`src/rtl/ddr_rd_pkg.sv`:
```
// Shared types and default geometry for the DDR frame reader.
package ddr_rd_pkg;

    typedef enum logic [1:0] {
        IDLE  = 2'd0,
        ISSUE = 2'd1,
        DRAIN = 2'd2
    } rd_state_t;

    typedef logic [1:0] buf_idx_t;

    localparam int DEF_BURST_LEN       = 80;
    localparam int DEF_BURSTS_PER_LINE = 16;
    localparam int DEF_LINES_PER_FRAME = 720;

    localparam int WORDS_PER_LINE = DEF_BURSTS_PER_LINE * DEF_BURST_LEN;
    localparam int FRAME_WORDS    = WORDS_PER_LINE * DEF_LINES_PER_FRAME;

    function automatic int words_per_line(input int bursts, input int burst_len);
        return bursts * burst_len;
    endfunction

endpackage

```
`src/rtl/ddr_rd_beat_tracker.sv`:
```
// Tracks bursts in flight, counts returned beats and produces the pixel
// stream with line/frame markers. Beats arriving with nothing in flight
// (e.g. stragglers after a reset) are dropped.
module ddr_rd_beat_tracker
    import ddr_rd_pkg::*;
#(
    parameter int DATA_W          = 32,
    parameter int PIX_W           = 24,
    parameter int BURST_LEN       = DEF_BURST_LEN,
    parameter int BURSTS_PER_LINE = DEF_BURSTS_PER_LINE,
    parameter int OUT_W           = 2,
    parameter int BURST_W         = 4
) (
    input  logic              clk,
    input  logic              rst_n,
    input  logic              i_accept,
    input  logic              i_rdv,
    input  logic [DATA_W-1:0] i_rdata,
    input  logic              i_last_line,
    output logic [OUT_W-1:0]  o_outstanding,
    output logic [PIX_W-1:0]  o_pix_data,
    output logic              o_pix_valid,
    output logic              o_pix_eol,
    output logic              o_pix_eof,
    output logic [7:0]        o_count_frame
);
    logic [OUT_W-1:0]   r_outstanding;
    logic [7:0]         r_beat;
    logic [BURST_W-1:0] r_ret_burst;
    logic [PIX_W-1:0]   r_pix_data;
    logic               r_pix_valid, r_pix_eol, r_pix_eof;
    logic [7:0]         r_count_frame;

    logic w_beat_ok, w_last_beat, w_last_burst, w_line_end;

    generate
        if (DATA_W > PIX_W) begin : g_spare
            logic w_unused_rdata;
            assign w_unused_rdata = ^i_rdata[DATA_W-1:PIX_W];
        end
    endgenerate

    assign w_beat_ok    = i_rdv && (r_outstanding != '0);
    assign w_last_beat  = w_beat_ok && (r_beat == 8'(BURST_LEN - 1));
    assign w_last_burst = (r_ret_burst == BURST_W'(BURSTS_PER_LINE - 1));
    assign w_line_end   = w_last_beat && w_last_burst;

    // Bursts in flight: up on accept, down on the final beat, both cancel.
    always_ff @(posedge clk or negedge rst_n) begin
        if (!rst_n) begin
            r_outstanding <= '0;
        end else begin
            case ({i_accept, w_last_beat})
                2'b10:   r_outstanding <= r_outstanding + 1'b1;
                2'b01:   r_outstanding <= r_outstanding - 1'b1;
                default: r_outstanding <= r_outstanding;
            endcase
        end
    end

    // Beat within burst and returned-burst within line.
    always_ff @(posedge clk or negedge rst_n) begin
        if (!rst_n) begin
            r_beat      <= '0;
            r_ret_burst <= '0;
        end else if (w_beat_ok) begin
            if (w_last_beat) begin
                r_beat      <= '0;
                r_ret_burst <= w_last_burst ? '0 : r_ret_burst + 1'b1;
            end else begin
                r_beat <= r_beat + 8'd1;
            end
        end
    end

    // One-cycle pixel pipeline with markers; frame counter moves with eof.
    always_ff @(posedge clk or negedge rst_n) begin
        if (!rst_n) begin
            r_pix_data    <= '0;
            r_pix_valid   <= 1'b0;
            r_pix_eol     <= 1'b0;
            r_pix_eof     <= 1'b0;
            r_count_frame <= '0;
        end else begin
            r_pix_valid <= w_beat_ok;
            r_pix_eol   <= w_line_end;
            r_pix_eof   <= w_line_end && i_last_line;
            if (w_beat_ok)
                r_pix_data <= i_rdata[PIX_W-1:0];
            if (w_line_end && i_last_line)
                r_count_frame <= r_count_frame + 8'd1;
        end
    end

    assign o_outstanding = r_outstanding;
    assign o_pix_data    = r_pix_data;
    assign o_pix_valid   = r_pix_valid;
    assign o_pix_eol     = r_pix_eol;
    assign o_pix_eof     = r_pix_eof;
    assign o_count_frame = r_count_frame;

endmodule

```
`src/rtl/ddr_frame_reader_mb.sv`:
```
// Avalon-MM burst-read master streaming one video line per request from
// the newest complete frame buffer not owned by the writer.
//
// state | meaning
// IDLE  | waiting for line_request (frame start latches buffer + base)
// ISSUE | issuing the line's bursts, throttled by bursts in flight
// DRAIN | all bursts issued, waiting for the last beat to return
module ddr_frame_reader_mb
    import ddr_rd_pkg::*;
#(
    parameter int ADDR_W          = 30,
    parameter int DATA_W          = 32,
    parameter int PIX_W           = 24,
    parameter int BURST_LEN       = DEF_BURST_LEN,
    parameter int BURSTS_PER_LINE = DEF_BURSTS_PER_LINE,
    parameter int LINES_PER_FRAME = DEF_LINES_PER_FRAME,
    parameter int NUM_BUF         = 3,
    parameter int BUF_STRIDE      = 'h100000,
    parameter int MAX_OUTSTANDING = 2
) (
    input  logic              clk_100,
    input  logic              reset_b,
    input  logic [ADDR_W-1:0] base_addr,
    input  logic              done_write_frame,
    input  logic [1:0]        wr_buf_idx,
    input  logic [1:0]        wr_active_idx,
    input  logic              line_request,
    output logic              frame_buffer_ready,
    output logic              avm_read,
    output logic [ADDR_W-1:0] avm_address,
    output logic [7:0]        avm_burstcount,
    input  logic              avm_waitrequest,
    input  logic [DATA_W-1:0] avm_readdata,
    input  logic              avm_readdatavalid,
    output logic [PIX_W-1:0]  pix_data,
    output logic              pix_valid,
    output logic              pix_eol,
    output logic              pix_eof,
    output logic [1:0]        rd_buf_idx,
    output logic [7:0]        count_read_frame,
    output logic              overrun
);
    localparam int LINE_WORDS = words_per_line(BURSTS_PER_LINE, BURST_LEN);
    localparam int LINE_W  = (LINES_PER_FRAME > 1) ? $clog2(LINES_PER_FRAME) : 1;
    localparam int BURST_W = (BURSTS_PER_LINE > 1) ? $clog2(BURSTS_PER_LINE) : 1;
    localparam int OUT_W   = $clog2(MAX_OUTSTANDING + 1);

    rd_state_t          r_state, w_state_nxt;
    buf_idx_t           r_latest_idx, r_rd_buf_idx, w_sel_idx;
    logic               r_frame_buffer_ready, r_overrun;
    logic [LINE_W-1:0]  r_line;
    logic [BURST_W-1:0] r_burst;
    logic [ADDR_W-1:0]  r_line_base, w_buf_base, w_line_off, w_burst_off;
    logic [OUT_W-1:0]   w_outstanding;
    logic               w_avm_read, w_accept, w_start, w_line_done;
    logic               w_last_line, w_last_burst;

    // Repeat the current buffer when the newest one is still the writer's.
    assign w_sel_idx    = (r_latest_idx == wr_active_idx) ? r_rd_buf_idx : r_latest_idx;
    assign w_buf_base   = base_addr + ADDR_W'(w_sel_idx) * ADDR_W'(BUF_STRIDE);
    assign w_line_off   = ADDR_W'(r_line) * ADDR_W'(LINE_WORDS);
    assign w_burst_off  = ADDR_W'(r_burst) * ADDR_W'(BURST_LEN);
    assign w_last_line  = (r_line == LINE_W'(LINES_PER_FRAME - 1));
    assign w_last_burst = (r_burst == BURST_W'(BURSTS_PER_LINE - 1));
    assign w_accept     = w_avm_read && !avm_waitrequest;

    // Next-state and command decode.
    always_comb begin
        w_state_nxt = r_state;
        w_avm_read  = 1'b0;
        w_start     = 1'b0;
        w_line_done = 1'b0;
        case (r_state)
            IDLE: begin
                if (line_request && r_frame_buffer_ready) begin
                    w_start     = 1'b1;
                    w_state_nxt = ISSUE;
                end
            end
            ISSUE: begin
                w_avm_read = (w_outstanding < OUT_W'(MAX_OUTSTANDING));
                if (w_avm_read && !avm_waitrequest && w_last_burst)
                    w_state_nxt = DRAIN;
            end
            DRAIN: begin
                if (w_outstanding == '0) begin
                    w_line_done = 1'b1;
                    w_state_nxt = IDLE;
                end
            end
            default: w_state_nxt = IDLE;
        endcase
    end

    // State register.
    always_ff @(posedge clk_100 or negedge reset_b) begin
        if (!reset_b)
            r_state <= IDLE;
        else
            r_state <= w_state_nxt;
    end

    // Buffer selection, line/burst counters and sticky flags.
    always_ff @(posedge clk_100 or negedge reset_b) begin
        if (!reset_b) begin
            r_latest_idx         <= '0;
            r_rd_buf_idx         <= '0;
            r_frame_buffer_ready <= 1'b0;
            r_overrun            <= 1'b0;
            r_line               <= '0;
            r_burst              <= '0;
            r_line_base          <= '0;
        end else begin
            if (done_write_frame && ({30'd0, wr_buf_idx} < 32'(NUM_BUF))) begin
                r_latest_idx         <= wr_buf_idx;
                r_frame_buffer_ready <= 1'b1;
            end
            if (line_request && (r_state != IDLE))
                r_overrun <= 1'b1;
            if (w_start && (r_line == '0)) begin
                r_rd_buf_idx <= w_sel_idx;
                r_line_base  <= w_buf_base;
            end
            if (w_accept)
                r_burst <= w_last_burst ? '0 : r_burst + 1'b1;
            if (w_line_done)
                r_line <= w_last_line ? '0 : r_line + 1'b1;
        end
    end

    ddr_rd_beat_tracker #(
        .DATA_W          (DATA_W),
        .PIX_W           (PIX_W),
        .BURST_LEN       (BURST_LEN),
        .BURSTS_PER_LINE (BURSTS_PER_LINE),
        .OUT_W           (OUT_W),
        .BURST_W         (BURST_W)
    ) u_beat_tracker (
        .clk           (clk_100),
        .rst_n         (reset_b),
        .i_accept      (w_accept),
        .i_rdv         (avm_readdatavalid),
        .i_rdata       (avm_readdata),
        .i_last_line   (w_last_line),
        .o_outstanding (w_outstanding),
        .o_pix_data    (pix_data),
        .o_pix_valid   (pix_valid),
        .o_pix_eol     (pix_eol),
        .o_pix_eof     (pix_eof),
        .o_count_frame (count_read_frame)
    );

    assign avm_read           = w_avm_read;
    assign avm_address        = r_line_base + w_line_off + w_burst_off;
    assign avm_burstcount     = 8'(BURST_LEN);
    assign frame_buffer_ready = r_frame_buffer_ready;
    assign rd_buf_idx         = r_rd_buf_idx;
    assign overrun            = r_overrun;

endmodule
```
`config.mk`:
```
export PLATFORM = sky130hd
export DESIGN_NAME = ddr_frame_reader_mb
export DESIGN_NICKNAME = d
export VERILOG_FILES = /design/src/rtl/ddr_rd_pkg.sv /design/src/rtl/ddr_rd_beat_tracker.sv /design/src/rtl/ddr_frame_reader_mb.sv
export SDC_FILE = /design/constraint.sdc
export NUM_CORES = 1
export LEC_CHECK = 0
export BUFFER_PORTS_ARGS = -buffer_cell sky130_fd_sc_hd__clkbuf_2
export CAP_MARGIN = 40
export CORE_MARGIN = 2
export CORE_UTILIZATION = 42
export DETAILED_ROUTE_END_ITERATION = 6
export PLACE_DENSITY_LB_ADDON = 0.05
export SETUP_SLACK_MARGIN = 0.15
export SLEW_MARGIN = 5
export SYNTH_ARGS = -nofsm -noshare
export SYNTH_HDL_FRONTEND = slang
export SYNTH_SLANG_ARGS = --single-unit
```
`constraint.sdc`:
```
create_clock -name clk_100 -period 12.78 [get_ports clk_100]
set_input_delay 1.917 -clock clk_100 [delete_from_list [all_inputs] [get_ports clk_100]]
set_output_delay 1.917 -clock clk_100 [all_outputs]
set_load 0.05 [all_outputs]
```
==> results.yml <==
power:
  p_sw_frac: 0.509
  finalPower_w: 0.00156
  seq_power_share: 0.299
  p_switching_w: 0.000793
  leakage_nw: 3.90
  pwr-share-comb: 0.515
  cellInternalPower_w: 0.000765
  power_per_cell_area_nw_per_um2: 208
  pwr-share-clk: 0.186
  peakVddDrop_v: 0.000139
clock_network:
  cts_buffers: 9
  tritoncts: "yes"
  ctsHoldBuffers: 0
  cts_sinks: 101
  ctsHtreeMaxLevel: 3
  clk_pin_slew_ns: 0.07
  clockBufferDepth: 2
  postCtsSetupBuffers: 0
  worstSkewPairLatency_ns: 0.36
  cts_resized: 0
  root_buffer: "clkbuf_16"
worst_setup_path:
  crit_type: "reg2out"
  worstPathCellList: "ha_1, ha_1, a21o_1, a21oi_1, nand2b_1, a21boi_0, o41ai_1, o21ai_0, ha_1, ha_1, a21o_1, a21oi_1, a21boi_0, o32ai_1, nand3_1, xnor2_1, clkbuf_2"
  max_stage_delay_ns: 0.49
  crit_path_end_kind: "primary output"
  crit_path_top_delay_cell: "dfrtp_1"
  reg2regPathDepth: 6
  critical_path_buf_inv_count: 1
  crit_required_ns: 10.86
  worst-path-stages: 17
  start_kind: "register"
  crit_top_cell: "ha_1"
  cp_top_family: "compound AO/OA/AOI/OAI gates"
  cp_data_arrival_time_ns: 5.02
  critical_path.max_fanout: 9
timing:
  setup_viol: 0
  fin_setup_tns_ns: 0
  max-slew-margin-rel: 0.467
  fin_crit_sh: 0.543
  fin_hold_ws_ns: 0.471
  finalMaxSlewViolations: 0
  finalCriticalPeriod_ns: 6.94
  rsz0062_at_grt: "false"
  fmax_mhz: 144
  finalHoldViolations: 0
  tightest_slew_ns: 0.797
  skew_ns: 0.00826
place:
  place_congestion: 0.846
  dp.final_hpwl_mm: 10.7
  port_buffers: 133
final_layout:
  nNetsFinal: 951
  seq_area_um2: 2530
  antenna_cells: 0
  fillerInstances: 1443
  syn2layout_area_growth_pct: 17.6
  multiInputGateArea_um2: 3570
  drive_gt1_frac: 0.226
grt:
  grt-ovfl-total: 0
  grt_antenna_before_repair: 0
  grt_pass1_wl_mm: 23.7
  first_global_vias: 5034
  grt_usage: 0.181
  grt_max_degree: 53
drt:
  dr.pass1.iters: 4
  viasPerCell: 5.10
  vias: 5124
  drt-total-wl_mm: 14.0
  ant_nets: 0
  wl_per_cell_um: 13.9
  drc: 0
  drtIter0Drc: 302
logic_synthesis:
  avgSynthCellArea_um2: 9.25
  synth_most_common_cell: "nand2_1"
  synth_area_leaders: "dfrtp_1 (40%), ha_1 (12%), nand2_1 (8.1%)"
  yosys-top-cells-count: "nand2_1 (138), dfrtp_1 (101), ha_1 (60)"
  synth_area_leader_cell: "dfrtp_1"
  synth_edf_count: 0
  synthFlopType: "dfrtp_1"
  synth_cell_type_count: 54
  ys_ff_latch: 101
  synth_seq_area_share: 0.397
  synthArstFlopShare: 1.00
  yosysTopAreaCellShare: 0.397
  synth_cells: 689
  yosys_warnings: 0
  synth_area_um2: 6370
floorplan:
  ioPinCount: 150
  fp.coreArea_um2: 15000
  rows: 45
  fp.dieW_um: 127
  fp.dieArea_um2: 16200
  die_h_um: 127
  start_util: 0.424
min_path:
  hold_class: "reg2reg"
  min_path_cells: 1
outcome:
  outcome: "completed"
run:
  drv_cap: 0
## per-layer routing
layer	track usage	part of all wire
met5	0	0
met4	0.0549	0.017
met3	0.0549	0.058
met2	0.299	0.48
met1	0.229	0.45
## power groups by stage
stage | logic (W) | clock network [W] | registers (W)
floorplan | 0.000510 | 0 | 0.000583
global placement | 0.000799 | 0 | 0.000467
detailed placement | 0.000811 | 0 | 0.000469
CTS | 0.000812 | 0.000299 | 0.000466
global route | 0.000874 | 0.000312 | 0.000477
finish | 0.000803 | 0.000289 | 0.000465
## metrics by stage
step	instances	setup slack [ns]	utilization	area (um^2)
2_1_floorplan	695	5.75	-	6390
3_3_place_gp	987	6.24	0.476	7150
3_5_place_dp	989	6.23	0.478	7180
4_1_cts	1005	5.81	0.498	7490
5_1_grt	1005	5.34	0.498	7490
6_report	1005	5.84	0.498	7490
## final timing paths
kind                       slack (ns)                     start                               to
setup / recovery                 5.84                 r_line[2]                  avm_address[29]
hold / removal                   0.47  u_beat_tracker.r_beat[7]         u_beat_tracker.r_beat[7]
setup reg to reg                10.59                 r_line[4]  u_beat_tracker.o_count_frame[6]
hold reg to reg                  0.47  u_beat_tracker.r_beat[7]         u_beat_tracker.r_beat[7]
max in group asynchronous       10.32                   reset_b    u_beat_tracker.r_ret_burst[3]
min in group asynchronous        1.47                   reset_b                  r_line_base[28]
## kinds of logic after synthesis
kind of cell,Yosys count,synth area share
xor gates and xnor gates,59,0.0811
adders and majority gates,67,0.140
AOI/OAI and AO/OA,106,0.100
DFF,101,0.397
buffers and inverters,66,0.0469
and+or+nand+nor,263,0.190
muxes,25,0.0440
other,2,0.00118
## worst register-to-register path, delay by kind of cell, from the launching register on
kind,cells,cell delay [ns]
XOR/XNOR,1,0.14
flip-flops,1,0.46
AND/OR/NAND/NOR,5,1.50
## layout by cell type (no fill, tap or decap), types with 3 or more instances in the layout
| cell type | instances |
|---|---|
| nand4_1 | 18 |
| ha_1 | 60 |
| xnor2_1 | 42 |
| a21oi_1 | 30 |
| or3_1 | 3 |
| a21boi_0 | 3 |
| o31ai_1 | 3 |
| fa_1 | 7 |
| nand2b_1 | 7 |
| nand3_1 | 19 |
| nor4_1 | 3 |
| inv_1 | 32 |
| xor2_1 | 17 |
| conb_1 | 8 |
| mux2_2 | 24 |
| clkbuf_16 | 9 |
| o21bai_1 | 4 |
| and3_1 | 5 |
| o21ai_0 | 38 |
| nor3_1 | 11 |
| a21o_1 | 7 |
| nor2b_1 | 4 |
| clkbuf_2 | 132 |
| and2_1 | 3 |
| nand2_1 | 138 |
| buf_4 | 4 |
| a211oi_1 | 3 |
| nor2_1 | 40 |
| dfrtp_1 | 101 |
## area by class of cell
type                       count  area share
multi-input combinational    528       0.477
sequential                   101       0.337
timing repair buffer         138      0.0965
tap                          188      0.0314
clock buffer                   9      0.0301
inverter                      34      0.0170
clock inverter                 7      0.0112
## registers in the layout, summed over array words and instances (netlist names), 2 cells and up
signal / cells
u_beat_tracker.o_outstanding: 2
rd_buf_idx: 2
u_beat_tracker.o_count_frame: 8
u_beat_tracker.r_ret_burst: 4
u_beat_tracker.o_pix_data: 24
r_latest_idx: 2
r_line: 10
u_beat_tracker.r_beat: 8
r_burst: 4
r_line_base: 30
r_state: 2
No activity file was read; power rests on OpenSTA's default activity.
